`src/rtl/hyperbus_clk_pkg.sv`:
```
// Shared types and the phase-decode helper for the HyperBus multi-phase clock generator.
package hyperbus_clk_pkg;

    typedef enum logic [1:0] {
        IDLE     = 2'd0,
        RUN      = 2'd1,
        STOPPING = 2'd2
    } clk_gen_state_e;

    // Level of phase k while the generator sits in the given slot.
    // Phase k is high for the half period starting one slot after it is "reached",
    // so phase 0 is high in slots 1..NumPhases/2 and each later phase lags by one slot.
    // num_phases is a power of two, so the modulo reduces to a mask.
    function automatic logic phase_level(input logic [31:0] slot,
                                         input logic [31:0] k,
                                         input logic [31:0] num_phases);
        logic [31:0] diff;
        diff = (slot - k) & (num_phases - 32'd1);
        return (diff >= 32'd1) && (diff <= (num_phases >> 1));
    endfunction

endpackage

```
`src/rtl/hyperbus_clk_gen_prog_slot_cnt.sv`:
```
// Position/slot counters and divide-ratio register for the multi-phase clock generator.
// The counters clear whenever counting is disabled, so a fresh start always begins
// at the top of a period.
module hyperbus_clk_slot_cnt #(
    parameter int NumPhases  = 4,
    parameter int DivWidth   = 8,
    parameter int DefaultDiv = 1,
    parameter int SlotW      = 2
) (
    input  logic                clk_i,
    input  logic                rst_ni,
    input  logic                count_en_i,
    input  logic                load_i,
    input  logic [DivWidth-1:0] load_div_i,
    output logic [SlotW-1:0]    slot_d_o,
    output logic                boundary_o,
    output logic [DivWidth-1:0] div_o
);

    logic [DivWidth-1:0] pos_q, pos_d;
    logic [DivWidth-1:0] div_q, div_d;
    logic [SlotW-1:0]    slot_q, slot_d;
    logic                pos_last;
    logic                slot_last;

    assign pos_last  = (pos_q == (div_q - DivWidth'(1)));
    assign slot_last = (slot_q == SlotW'(NumPhases - 1));

    // Next position/slot; a new ratio is clamped to at least 1 and applied from the next period.
    always_comb begin
        pos_d  = pos_q;
        slot_d = slot_q;
        div_d  = div_q;
        if (!count_en_i) begin
            pos_d  = '0;
            slot_d = '0;
        end else if (pos_last) begin
            pos_d  = '0;
            slot_d = slot_q + SlotW'(1);
        end else begin
            pos_d = pos_q + DivWidth'(1);
        end
        if (load_i) begin
            div_d = (load_div_i == '0) ? DivWidth'(1) : load_div_i;
        end
    end

    // Counter and ratio registers.
    always_ff @(posedge clk_i or negedge rst_ni) begin
        if (!rst_ni) begin
            pos_q  <= '0;
            slot_q <= '0;
            div_q  <= DivWidth'(DefaultDiv);
        end else begin
            pos_q  <= pos_d;
            slot_q <= slot_d;
            div_q  <= div_d;
        end
    end

    assign slot_d_o   = slot_d;
    assign boundary_o = count_en_i & pos_last & slot_last;
    assign div_o      = div_q;

endmodule

```
`src/rtl/hyperbus_clk_gen_prog.sv`:
```
// Programmable multi-phase clock generator: run/stop FSM, ratio handshake and
// registered phase outputs. Stops only at a period boundary so no runt pulses appear.
//
// state    | meaning
// IDLE     | counters cleared, outputs parked at the reset pattern
// RUN      | counting, outputs toggling
// STOPPING | run request dropped, finishing the current period
module hyperbus_clk_gen_prog
    import hyperbus_clk_pkg::*;
#(
    parameter int NumPhases  = 4,
    parameter int DivWidth   = 8,
    parameter int DefaultDiv = 1
) (
    input  logic                 clk_i,
    input  logic                 rst_ni,
    input  logic                 en_i,
    input  logic [DivWidth-1:0]  cfg_div_i,
    input  logic                 cfg_valid_i,
    output logic                 cfg_ready_o,
    output logic [NumPhases-1:0] clk_o,
    output logic                 running_o,
    output logic [DivWidth-1:0]  cur_div_o
);

    localparam int SlotW = (NumPhases > 1) ? $clog2(NumPhases) : 1;
    // Parked pattern: lower half of the phases low, upper half high (slot 0 decode).
    localparam logic [NumPhases-1:0] ClkRst = {{(NumPhases/2){1'b1}}, {(NumPhases/2){1'b0}}};

    clk_gen_state_e       state_q, state_d;
    logic                 running_q;
    logic                 idle_open_q;
    logic [NumPhases-1:0] clk_q, clk_d;
    logic [SlotW-1:0]     slot_d;
    logic                 boundary;
    logic                 count_en;
    logic                 accept;

    assign count_en = (state_q != IDLE);

    // A ratio is taken any cycle in IDLE (once out of reset) or at the last cycle of a period.
    assign accept = cfg_valid_i & ((state_q == IDLE) ? idle_open_q : boundary);

    hyperbus_clk_slot_cnt #(
        .NumPhases  (NumPhases),
        .DivWidth   (DivWidth),
        .DefaultDiv (DefaultDiv),
        .SlotW      (SlotW)
    ) u_slot_cnt (
        .clk_i      (clk_i),
        .rst_ni     (rst_ni),
        .count_en_i (count_en),
        .load_i     (accept),
        .load_div_i (cfg_div_i),
        .slot_d_o   (slot_d),
        .boundary_o (boundary),
        .div_o      (cur_div_o)
    );

    // Run/stop transitions; dropping en_i on the boundary cycle parks immediately.
    always_comb begin
        state_d = state_q;
        case (state_q)
            IDLE: begin
                if (en_i) state_d = RUN;
            end
            RUN: begin
                if (!en_i) state_d = boundary ? IDLE : STOPPING;
            end
            STOPPING: begin
                if (en_i)          state_d = RUN;
                else if (boundary) state_d = IDLE;
            end
            default: state_d = IDLE;
        endcase
    end

    // Phase decode of the slot being entered, so each output flop changes with the slot.
    always_comb begin
        clk_d = '0;
        for (int k = 0; k < NumPhases; k++) begin
            clk_d[k] = phase_level(32'(slot_d), 32'(k), 32'(NumPhases));
        end
    end

    // FSM state and registered outputs.
    always_ff @(posedge clk_i or negedge rst_ni) begin
        if (!rst_ni) begin
            state_q     <= IDLE;
            running_q   <= 1'b0;
            idle_open_q <= 1'b0;
            clk_q       <= ClkRst;
        end else begin
            state_q     <= state_d;
            running_q   <= (state_d != IDLE);
            idle_open_q <= (state_d == IDLE);
            clk_q       <= clk_d;
        end
    end

    assign cfg_ready_o = accept;
    assign clk_o       = clk_q;
    assign running_o   = running_q;

endmodule
```
`config.mk`:
```
export PLATFORM = sky130hd
export DESIGN_NAME = hyperbus_clk_gen_prog
export DESIGN_NICKNAME = d
export VERILOG_FILES = /design/src/rtl/hyperbus_clk_pkg.sv /design/src/rtl/hyperbus_clk_gen_prog_slot_cnt.sv /design/src/rtl/hyperbus_clk_gen_prog.sv
export SDC_FILE = /design/constraint.sdc
export NUM_CORES = 1
export LEC_CHECK = 0
export ABC_AREA = 1
export CAP_MARGIN = 25
export CORE_MARGIN = 8
export CORE_UTILIZATION = 51
export CTS_CLUSTER_SIZE = 30
export DETAILED_ROUTE_END_ITERATION = 6
export GPL_ROUTABILITY_DRIVEN = 0
export PLACE_DENSITY = 0.78
export SETUP_SLACK_MARGIN = 0.02
export SYNTH_ARGS = -nofsm -noshare
export SYNTH_HDL_FRONTEND = slang
export SYNTH_HIERARCHICAL = 1
export SYNTH_SLANG_ARGS = --single-unit
```
`constraint.sdc`:
```
create_clock -name clk_i -period 3.7 [get_ports clk_i]
set_input_delay 1.11 -clock clk_i [delete_from_list [all_inputs] [get_ports clk_i]]
set_output_delay 1.11 -clock clk_i [all_outputs]
set_load 0.05 [all_outputs]
```
==> results of run 1 <==
## kinds of logic (layout without fill, tap and decap cells)
kind of cell	after synthesis	in the layout
compound gates	11	11
xor+xnor	11	11
fa+ha+maj	3	3
buf+inv	27	60
flops	26	26
simple gates	95	95
## metrics by stage
step / instances / hold WS, ns / area (sq um) / power (mW)
after floorplan: 173 / 0.450 / 1390 / 0.713
after global placement: 229 / 0.487 / 1700 / 0.840
after detailed placement: 229 / 0.500 / 1700 / 0.854
after CTS: 233 / 0.518 / 1750 / 1.05
after global routing: 237 / 0.535 / 1810 / 1.13
final: 237 / 0.516 / 1810 / 1.06
## per-layer routing
| layer | vias to the layer above | track usage, % |
|---|---|---|
| met5 | - | 0 |
| met4 | 0 | 3.84 |
| met3 | 2 | 3.11 |
| met2 | 13 | 25.8 |
| met1 | 559 | 14.7 |
| li1 | 600 | - |
## sequential cells by signal (all words and copies together) (netlist names)
name	cells
clk_o	4
u_slot_cnt/pos_q	8
state_q	2
running_o	1
u_slot_cnt/slot_q	2
idle_open_q	1
u_slot_cnt/div_o	8
## final cells by class
| cell class | count | area (sq um) |
|---|---|---|
| inverters | 25 | 96.3 |
| well taps | 31 | 38.8 |
| repair buffers | 31 | 305 |
| clock inverters | 1 | 30.0 |
| multi-input cells | 120 | 659 |
| fillers | 229 | 856 |
| clock buffers | 3 | 22.5 |
| flip-flops and latches | 26 | 654 |
## synthesized netlist by cell type
| cell type | number |
|---|---|
| a211oi_1 | 1 |
| a21oi_1 | 3 |
| clkbuf_1 | 2 |
| dfrtp_1 | 23 |
| dfstp_2 | 3 |
| ha_1 | 3 |
| inv_1 | 22 |
| inv_2 | 3 |
| nand2_1 | 41 |
| nand2_2 | 4 |
| nand2_4 | 1 |
| nand3_1 | 16 |
| nand3_2 | 1 |
| nand3b_1 | 2 |
| nand4_1 | 1 |
| nor2_1 | 22 |
| nor2_2 | 2 |
| nor2_4 | 2 |
| nor3_1 | 1 |
| nor3_2 | 1 |
| nor4_1 | 1 |
| o21ai_0 | 7 |
| xnor2_1 | 6 |
| xor2_1 | 5 |
## report_power, final
group | switching, mW | internal, mW | total [mW]
clock | 0.0798 | 0.109 | 0.189
sequential | 0.0518 | 0.340 | 0.392
combinational | 0.305 | 0.172 | 0.477
total | 0.436 | 0.621 | 1.06
## cells in the final DEF (no fill, tap or decap), types with 5 or more instances in the layout
cell             synthesis  final
buf_4                    0      6
clkdlybuf4s50_1          0     24
dfrtp_1                 23     23
inv_1                   22     22
nand2_1                 41     41
nand3_1                 16     16
nor2_1                  22     20
o21ai_0                  7      7
xnor2_1                  6      6
xor2_1                   5      5
## path summary, 6_finish.rpt
path	end	slack (ns)	cells after the start
worst min register to register	u_slot_cnt/pos_q[0]$_DFF_PN0_	0.52	1
worst max register to register	u_slot_cnt/div_o[0]$_DFFE_PN1P_	1.03	19
max in group asynchronous	u_slot_cnt/div_o[0]$_DFFE_PN1P_	2.27	2
worst min-delay path	u_slot_cnt/pos_q[0]$_DFF_PN0_	0.52	1
worst max-delay path	cfg_ready_o	0.20	15
min in group asynchronous	state_q[1]$_DFF_PN0_	1.14	2
## worst reg2reg max path, stage by stage, from the launching register on
cell      delay [ns]
dfstp_2         0.60
inv_4           0.06
ha_4            0.26
inv_1           0.03
nand2_1         0.05
nand2_1         0.04
nor2_1          0.08
nand2_1         0.06
nor2_1          0.10
nand2_1         0.10
nor2_4          0.18
nand2_4         0.07
nor2_4          0.09
nor2_1          0.06
nor2_2          0.15
buf_4           0.13
buf_4           0.16
inv_1           0.10
a211oi_1        0.23
a21oi_1         0.07
## repair_timing
item                       4_1_cts  5_1_grt
hold endpoints to repair         0        0
setup endpoints to repair        0        1
resized for setup                0        5
setup buffers                    0        4
==> results by group, run 1 <==
Outcome
  – Outcome: completed

Worst setup path
  – Crit path max fanout: 6
  – CP most frequent cell: nand2_1
  – Critical Path AT: approximately 2.4 ns
  – R2r startpoint: u_slot_cnt/div_o[0]$_DFFE_PN1P_
  – Critical Path Source: u_slot_cnt/div_o[0]$_DFFE_PN1P_
  – WS Path Type: register to output pin
  – CP Launch Type: register
  – Max incr delay on CP: around 0.6 ns
  – Worst path slowest cell: dfstp_2
  – Top delay family on crit path: simple AND/OR/NAND/NOR gates
  – CP Data Required Time: 2.59 ns
  – Crit-path cells: inv_4 > ha_4 > inv_1 > nand2_1 > nand2_1 > nor2_1 > nand2_1 > nor2_1 > nand2_1 > nor2_4 > nand2_4 > nor2_4 > nor2_1 > nor2_2 > buf_12
  – Buf/Inv on CP: 3
  – Crit end category: output pin

Routing
  – DR WL/cell: around 12 um
  – DRT iter0 DRCs: 36
  – Final WL: 2.85 mm
  – Top Metal Used: met4
  – Met2 WL post-DR: ~1.6 mm
  – Met3 WL post-DR: 93 um
  – Met1 Wirelength: between 1 and 1.5 mm
  – Vias per cell: 4.95
  – DRT Pass-1 Iters: 4
  – Antenna Violating Nets Remaining: 0
  – DR vias: 1174
  – # DRC: 0

Layout
  – Ant diodes: 0
  – Final Core Density: between 60 and 70%
  – Fin nets: roughly 220
  – Layout area overhead: 30.2%
  – Share of layout cells above drive strength 1: around 15%

Synthesis
  – Compound-cell area share of the yosys netlist: just over 4%
  – Syn_nets: approximately 190
  – Area leader, netlist: dfrtp_1
  – Register area share after synthesis: a little under half
  – Warnings, synthesis: 6
  – Top-area cell type share of the netlist area: approximately two fifths
  – Adder-Cell Fraction of Synth Area: under 10%
  – Largest family of logic cells by synthesized area: simple AND/OR/NAND/NOR gates
  – Cells after Synth: 173
  – Mux contribution to synthesized area: 0%
  – Number of library cell types mapped by synthesis: 24
  – Simple-Gate Fraction of Synth Area: roughly a third
  – Yosys reg bits: 26
  – Post-synthesis xor/xnor area fraction: under 10%
  – Largest cells by area after synthesis: dfrtp_1, nand2_1, inv_1
  – Syn_area_per_cell: 8.02 sq um
  – Mapped Area: approximately 1400 sq um

CTS
  – Clock sinks: 26
  – CTS max path bufs: 2
  – Hold Buf Count CTS: 0
  – CTS tree: yes
  – CTS buffer count: 3
  – Clock Tree Root: clkbuf_4
  – Clk slew on worst S/H paths: 0.13 ns
  – H-tree levels: 1
  – Clk_lat worst skew: around 0.31 ns

Placed design
  – Port-buffer cells: 25
  – DP Worst Slack: between 0.4 and 0.5 ns
  – DP Wirelength: 2.33 mm

STA
  – Final period utilization: a little over nine tenths
  – Slew Limit Fails: 0
  – Achievable Freq: 285 MHz
  – Slew of the pin with the lowest slew margin: 0.509 ns
  – RSZ-0062 raised after global routing: false
  – Min Clock Period, post-route: between 3 and 4 ns
  – Clock Skew: about 0.0031 ns
  – Final TNS setup: 0 ns
  – Final Worst Setup Slack: about 0.20 ns
  – Setup violations, final: 0
  – Final hold vios: 0
  – Worst slew margin: 65.9%

Pwr
  – VDD IR max: about 0.38 mV
  – Leak pwr: ~0.86 nW
  – PD cells: a little under 600 nW/um^2

Hold path
  – Hold/Removal Path Class: register to register
  – Hold Crit Start: u_slot_cnt/pos_q[0]$_DFF_PN0_

Global routing
  – Largest net degree at the start of global routing: 27
  – Via count of the first global-routing pass: approximately 1200
  – Grt ovf: 0
  – Total GRT Usage: between 10% and 20%
  – First-pass GRT wire length: roughly 5 mm
  – Initial antenna violation count: 0

Die
  – Chip width: around 70 um
  – Num ports: 26
  – Number of core rows: 19
  – Core outline area: 2660 sq um
  – Die area: roughly 4600 sq um
  – Die Span Y: 68.2 um
  – Initial Util: a little over half

Run
  – Max Cap Viol: 0
Note: power is estimated with default switching activity, not from simulation.
==> run 2, diff against run 1 <==
- CORE_UTILIZATION: 51 -> 53
- PLACE_DENSITY: 0.78 -> 0.79
- SYNTH_HIERARCHICAL: 1 -> default
==> results by group, run 2 <==
STA
  – Final Worst Setup Slack: roughly 0.19 ns
  – Slew of the pin with the lowest slew margin: 0.506 ns
  – Setup violations, final: 0
  – Min Clock Period, post-route: around 3.5 ns
  – Achievable Freq: about 290 MHz
  – Worst slew margin: approximately two thirds
  – Final hold vios: 0
  – Slew Limit Fails: 0
  – Final period utilization: 94.7%
  – Final TNS setup: 0 ns
  – RSZ-0062 raised after global routing: false
  – Clock Skew: around 0.003 ns

Layout
  – Leading cell type in the layout, fill and taps excluded: nand2_1
  – Final Cell Area: 1950 sq um
  – Most frequent cells in the layout: nand2_1, inv_1, nand3_1
  – Fin nets: approximately 260
  – Share of layout cells above drive strength 1: 11.2%
  – Ant diodes: 0
  – Layout area overhead: 23.9%
  – Fillers: roughly 240
  – Fin cells: 273

Worst setup path
  – CP Data Required Time: approximately 2.6 ns
  – Critical Path AT: roughly 2.4 ns
  – CP Depth: 16
  – Buf/Inv on CP: 5
  – CP most frequent cell: nand2_1
  – R2r worst-path depth: 17
  – Top delay family on crit path: simple AND/OR/NAND/NOR gates
  – R2R Setup Slk: 1.44 ns
  – Worst path slowest cell: dfstp_2
  – CP Launch Type: register
  – Crit end category: output pin
  – Crit path max fanout: 10
  – Crit-path cells: inv_1 > ha_1 > inv_1 > nand2_1 > nand2_1 > nand2_1 > inv_1 > nand2_1 > nor2_1 > nand2_1 > nor2_4 > nand2_4 > nand2_8 > nand3_4 > inv_2 > buf_12
  – Max incr delay on CP: ~0.56 ns
  – WS Path Type: register to output pin

Synthesis
  – Post-synthesis xor/xnor area fraction: around 5.9%
  – Compound-cell area share of the yosys netlist: ~3.0%
  – Mapped Area: 1570 sq um
  – Simple-Gate Fraction of Synth Area: 39.7%
  – Adder-Cell Fraction of Synth Area: 2.38%
  – Top cells by count, synth: nand2_1, inv_1, nand3_1, nor2_1, dfrtp_1
  – Warnings, synthesis: 0
  – Synth async-reset ratio: between 90% and 100%
  – Main synth FF type: dfrtp_1
  – Post-synth EDFFs: 0
  – Number of library cell types mapped by synthesis: 29
  – Most instantiated library cell after synthesis: nand2_1
  – Syn_nets: about 230
  – Syn_area_per_cell: roughly 7.5 sq um
  – Top-area cell type share of the netlist area: 36.6%
  – Largest family of logic cells by synthesized area: simple AND/OR/NAND/NOR gates
  – Largest cells by area after synthesis: dfrtp_1, nand2_1, nand3_1
  – Yosys reg bits: 26
  – Mux contribution to synthesized area: 0%
  – Cells after Synth: 210
  – Register area share after synthesis: about two fifths
  – Area leader, netlist: dfrtp_1

CTS
  – Clock Tree Root: clkbuf_4
  – Clock sinks: 26
  – Clk slew on worst S/H paths: roughly 0.14 ns
  – Clk_lat worst skew: 0.32 ns
  – CTS tree: yes
  – H-tree levels: 1
  – CTS max path bufs: 2
  – CTS buffer count: 3

Outcome
  – Outcome: completed

Placed design
  – DP Worst Slack: slightly above 0.4 ns
  – Port-buffer cells: 25
  – DP Wirelength: around 2.6 mm
  – Placed instance area: 1880 sq um
  – # placed instances: roughly 270

Global routing
  – GRT Max-Usage Layer: met2
  – GR Util met1: a little under a fifth
  – Grt ovf: 0
  – First-pass GRT wire length: about 5.9 mm
  – Initial antenna violation count: 0
  – Total GRT Usage: 14.1%
  – Met3 Use GR: 2.54%
  – Via count of the first global-routing pass: between 1000 and 1500
  – Largest net degree at the start of global routing: 27
  – Met2 usage: between 20% and 30%

Die
  – Die area: ~5000 sq um
  – Core outline area: between 2000 and 3000 sq um
  – Die Span Y: slightly above 70 um
  – Number of core rows: 19
  – Num ports: 26
  – Initial Util: 56.6%
  – Chip width: roughly 70 um

Routing
  – DRT iter0 DRCs: 85
  – DRT Pass-1 Iters: 4
  – Vias per cell: slightly above 5
  – Antenna Violating Nets Remaining: 0
  – # DRC: 0
  – DR WL/cell: approximately 12 um
  – DR vias: ~1400
  – Final WL: 3.33 mm

Pwr
  – VDD IR max: between 0.4 and 0.5 mV
  – Internal power: ~660 uW
  – PD cells: between 600 and 700 nW/um^2
  – Clk pwr share: about 16%
  – Sequential share of power: between 30% and 40%
  – Sw Pwr: roughly 530 uW
  – Total power: 1.19 mW
  – Switching Share: between 40 and 50%
  – Leak pwr: ~1 nW
  – Comb pwr share: 48.5%

Hold path
  – Hold Path Stages: 1
  – Hold/Removal Path Class: register to register

Run
  – Max Cap Viol: 0
## run 2: cell types whose count changed after synthesis, sizes merged, moves of 3 or more
cell / change
a21oi: -3
inv: +5
nand2: +24
nand3: +11
nor2: +3
o21ai: -4
xnor2: -3
## run 2: logic make-up (layout without fill, tap and decap cells)
family | after synthesis | in the layout
buffers and inverters | 31 | 63
flip-flops | 26 | 26
adder cells (fa/ha/maj) | 3 | 3
AO/OA/AOI/OAI | 6 | 6
XOR/XNOR | 9 | 9
AND/OR/NAND/NOR | 135 | 135
## run 2: layout make-up
type / count / area (sq um) / share of cell area, %
clock buffers: 3 / 22.5 / 1.15
clock inverters: 1 / 30.0 / 1.54
repair buffers: 29 / 290 / 14.9
inverters: 30 / 113 / 5.77
well taps: 31 / 38.8 / 1.99
multi-input cells: 153 / 802 / 41.1
flip-flops and latches: 26 / 654 / 33.5
## run 2: worst paths after layout
kind                                                 start                              end
setup / recovery           u_slot_cnt.div_o[0]$_DFFE_PN1P_                      cfg_ready_o
hold / removal               u_slot_cnt.pos_q[0]$_DFF_PN0_    u_slot_cnt.pos_q[0]$_DFF_PN0_
setup reg to reg           u_slot_cnt.div_o[0]$_DFFE_PN1P_  u_slot_cnt.div_o[7]$_DFFE_PN0P_
hold reg to reg              u_slot_cnt.pos_q[0]$_DFF_PN0_    u_slot_cnt.pos_q[0]$_DFF_PN0_
max in group asynchronous                           rst_ni               clk_o[2]$_DFF_PN1_
min in group asynchronous                           rst_ni  u_slot_cnt.div_o[2]$_DFFE_PN0P_
## run 2: repair_timing
item | CTS | global route
hold endpoints to repair | 0 | 0
setup buffers | 0 | 2
resized for setup | 0 | 1
setup endpoints to repair | 0 | 1
hold buffers | 0 | 0
## run 2: power groups by stage
stage               logic [mW]  registers [mW]  clock network (mW)
finish                   0.577           0.416               0.196
global route             0.639           0.426               0.213
CTS                      0.566           0.420               0.201
detailed placement       0.560           0.425                   0
global placement         0.555           0.423                   0
floorplan                0.285           0.536                   0
## run 2: per-layer routing
layer,up-vias,part of all wire [%]
li1,721,-
met1,622,48
met2,32,48
met3,4,3.7
met4,0,0.66
met5,-,0
## run 2: metrics by stage
| step | hold WS, ns | utilization, % |
|---|---|---|
| global route | 0.567 | 70.1 |
| CTS | 0.514 | 69.6 |
| global placement | 0.486 | 67.7 |
| detailed placement | 0.491 | 67.7 |
| floorplan | 0.451 | - |
| finish | 0.523 | 70.1 |
## run 2: worst reg2reg max path, stage by stage (launching register included)
cell and delay, ns:
dfstp_2 0.56, inv_1 0.08, ha_1 0.33, inv_1 0.07, nand2_1 0.04, nand2_1 0.06, nand2_1 0.06, inv_1 0.05
nand2_1 0.04, nor2_1 0.10, nand2_1 0.09, nor2_4 0.13, nand2_4 0.09, nand2_8 0.11, nand3_4 0.08, buf_4 0.17
nand2_1 0.07, nand2_1 0.06
==> run 3, diff against run 2 <==
- ABC_CLOCK_PERIOD_IN_PS: default -> 3700
- CORE_MARGIN: 8 -> 2
==> results by group, run 3 (synthesized netlist as in run 2, its figures left out) <==
Worst setup path
  – R2R Setup Slk: 1.44 ns
  – CP Data Required Time: about 2.6 ns
  – CP Launch Type: register
  – R2r worst-path depth: 17
  – Crit end category: output pin
  – Crit Reg-Reg Endpoint: u_slot_cnt.div_o[4]$_DFFE_PN0P_
  – R2r startpoint: u_slot_cnt.div_o[0]$_DFFE_PN1P_
  – Critical Path AT: ~2.4 ns
  – Crit path max fanout: 6
  – WS Path Type: register to output pin

STA
  – Clock Skew: 0.00127 ns
  – Setup violations, final: 0
  – Slew of the pin with the lowest slew margin: 0.510 ns
  – RSZ-0062 raised after global routing: false
  – Slew Limit Fails: 0
  – Final hold vios: 0
  – Worst slew margin: about two thirds
  – Final TNS setup: 0 ns
  – Final period utilization: 95.5%
  – Min Clock Period, post-route: between 3 and 4 ns
  – Achievable Freq: 283 MHz

Layout
  – Fillers: 230
  – Leading cell type in the layout, fill and taps excluded: nand2_1
  – Ant diodes: 0
  – Layout area overhead: 25.8%
  – Most frequent cells in the layout: nand2_1, inv_1, nand3_1
  – Share of layout cells above drive strength 1: around an eighth
  – Fin nets: between 200 and 300
  – Register area: 654 sq um
  – Final Core Density: 71.2%
  – Multi-input gate area: between 800 and 900 sq um

Routing
  – # DRC: 0
  – Antenna Violating Nets Remaining: 0
  – DRT iter0 DRCs: 59
  – DR WL/cell: 11.9 um
  – Vias per cell: just under 5
  – DRT Pass-1 Iters: 4
  – Final WL: ~3.3 mm
  – DR vias: around 1400

Global routing
  – Grt ovf: 0
  – First-pass GRT wire length: 5.39 mm
  – Via count of the first global-routing pass: between 1000 and 1500
  – Initial antenna violation count: 0
  – Largest net degree at the start of global routing: 27
  – Total GRT Usage: a little over a fifth

Die
  – Die Span Y: around 58 um
  – Initial Util: approximately 57%
  – Core outline area: ~2800 sq um
  – Number of core rows: 19
  – Chip width: 58.5 um
  – Num ports: 26
  – Die area: around 3400 sq um

CTS
  – H-tree levels: 1
  – Clk slew on worst S/H paths: 0.14 ns
  – Clock Tree Root: clkbuf_4
  – Clk_lat worst skew: between 0.3 and 0.4 ns
  – CTS buffer count: 3
  – Hold Buf Count CTS: 0
  – Clock sinks: 26
  – CTS tree: yes
  – CTS max path bufs: 2

Hold path
  – Hold/Removal Path Class: register to register
  – Hold worst-path end: u_slot_cnt.pos_q[0]$_DFF_PN0_
  – Hold Crit Start: u_slot_cnt.pos_q[0]$_DFF_PN0_
  – Hold Path Stages: 1

Pwr
  – Leak pwr: around 1 nW
  – VDD IR max: approximately 0.53 mV
  – PD cells: 606 nW/um^2

Placed design
  – Port-buffer cells: 25
  – DP Wirelength: ~2.5 mm

Run
  – Max Cap Viol: 0

Outcome
  – Outcome: completed
-- run 3: worst max path at each step --
| stage | start | end |
|---|---|---|
| 2_1_floorplan | u_slot_cnt.div_o[0]$_DFFE_PN1P_ | cfg_ready_o |
| 3_3_place_gp | cfg_valid_i | cfg_ready_o |
| 3_5_place_dp | cfg_valid_i | cfg_ready_o |
| 4_1_cts | u_slot_cnt.div_o[0]$_DFFE_PN1P_ | cfg_ready_o |
| 5_1_grt | u_slot_cnt.div_o[0]$_DFFE_PN1P_ | cfg_ready_o |
| 6_report | u_slot_cnt.div_o[0]$_DFFE_PN1P_ | cfg_ready_o |
-- run 3: critical path, stage by stage (launching register included) --
cell     delay [ns]
dfstp_2        0.58
inv_1          0.09
ha_1           0.30
inv_1          0.06
nand2_1        0.04
nand2_1        0.06
nand2_1        0.06
inv_1          0.05
nand2_1        0.05
nor2_1         0.09
nand2_1        0.09
nor2_4         0.16
nand2_4        0.09
nand2_8        0.09
nand3_4        0.08
inv_2          0.08
buf_12         0.13
-- run 3: repair_timing --
action / CTS / global route
setup endpoints to repair: 0 / 1
setup buffers: 0 / 6
gates resized for setup: 0 / 1
-- run 3: layer usage --
metal,up-vias,share of wire [%],track usage (%),wire (um)
met1,607,48,29.0,1570
met3,5,3.8,4.62,126
li1,726,-,-,-
met4,0,1.5,7.97,48
met5,-,0,0,0
met2,30,47,33.1,1550
-- run 3: final cells by class --
type / instances / share of cell area (%)
Sequential cell: 26 / 33.0
Clock inverter: 1 / 1.52
Clock buffer: 3 / 1.14
Timing Repair Buffer: 33 / 16.2
Tap cell: 31 / 1.96
Inverter: 30 / 5.69
Multi-Input combinational cell: 153 / 40.5
-- run 3: metrics by stage --
step | setup WS [ns] | std cells | total power [mW] | area (sq um) | hold slack, ns
after global routing | 0.0121 | 277 | 1.28 | 1980 | 0.560
after global placement | 0.433 | 267 | 0.975 | 1880 | 0.486
final | 0.167 | 277 | 1.20 | 1980 | 0.529
after floorplan | 0.262 | 210 | 0.821 | 1570 | 0.451
after CTS | 0.0201 | 271 | 1.19 | 1940 | 0.517
after detailed placement | 0.422 | 267 | 0.985 | 1880 | 0.495
-- run 3: where the power goes --
group / leakage [nW] / switching [mW] / total (mW) / internal [mW]
sequential: 0.323 / 0.0774 / 0.420 / 0.343
combinational: 0.671 / 0.368 / 0.579 / 0.212
clock: 0.0279 / 0.0914 / 0.201 / 0.110
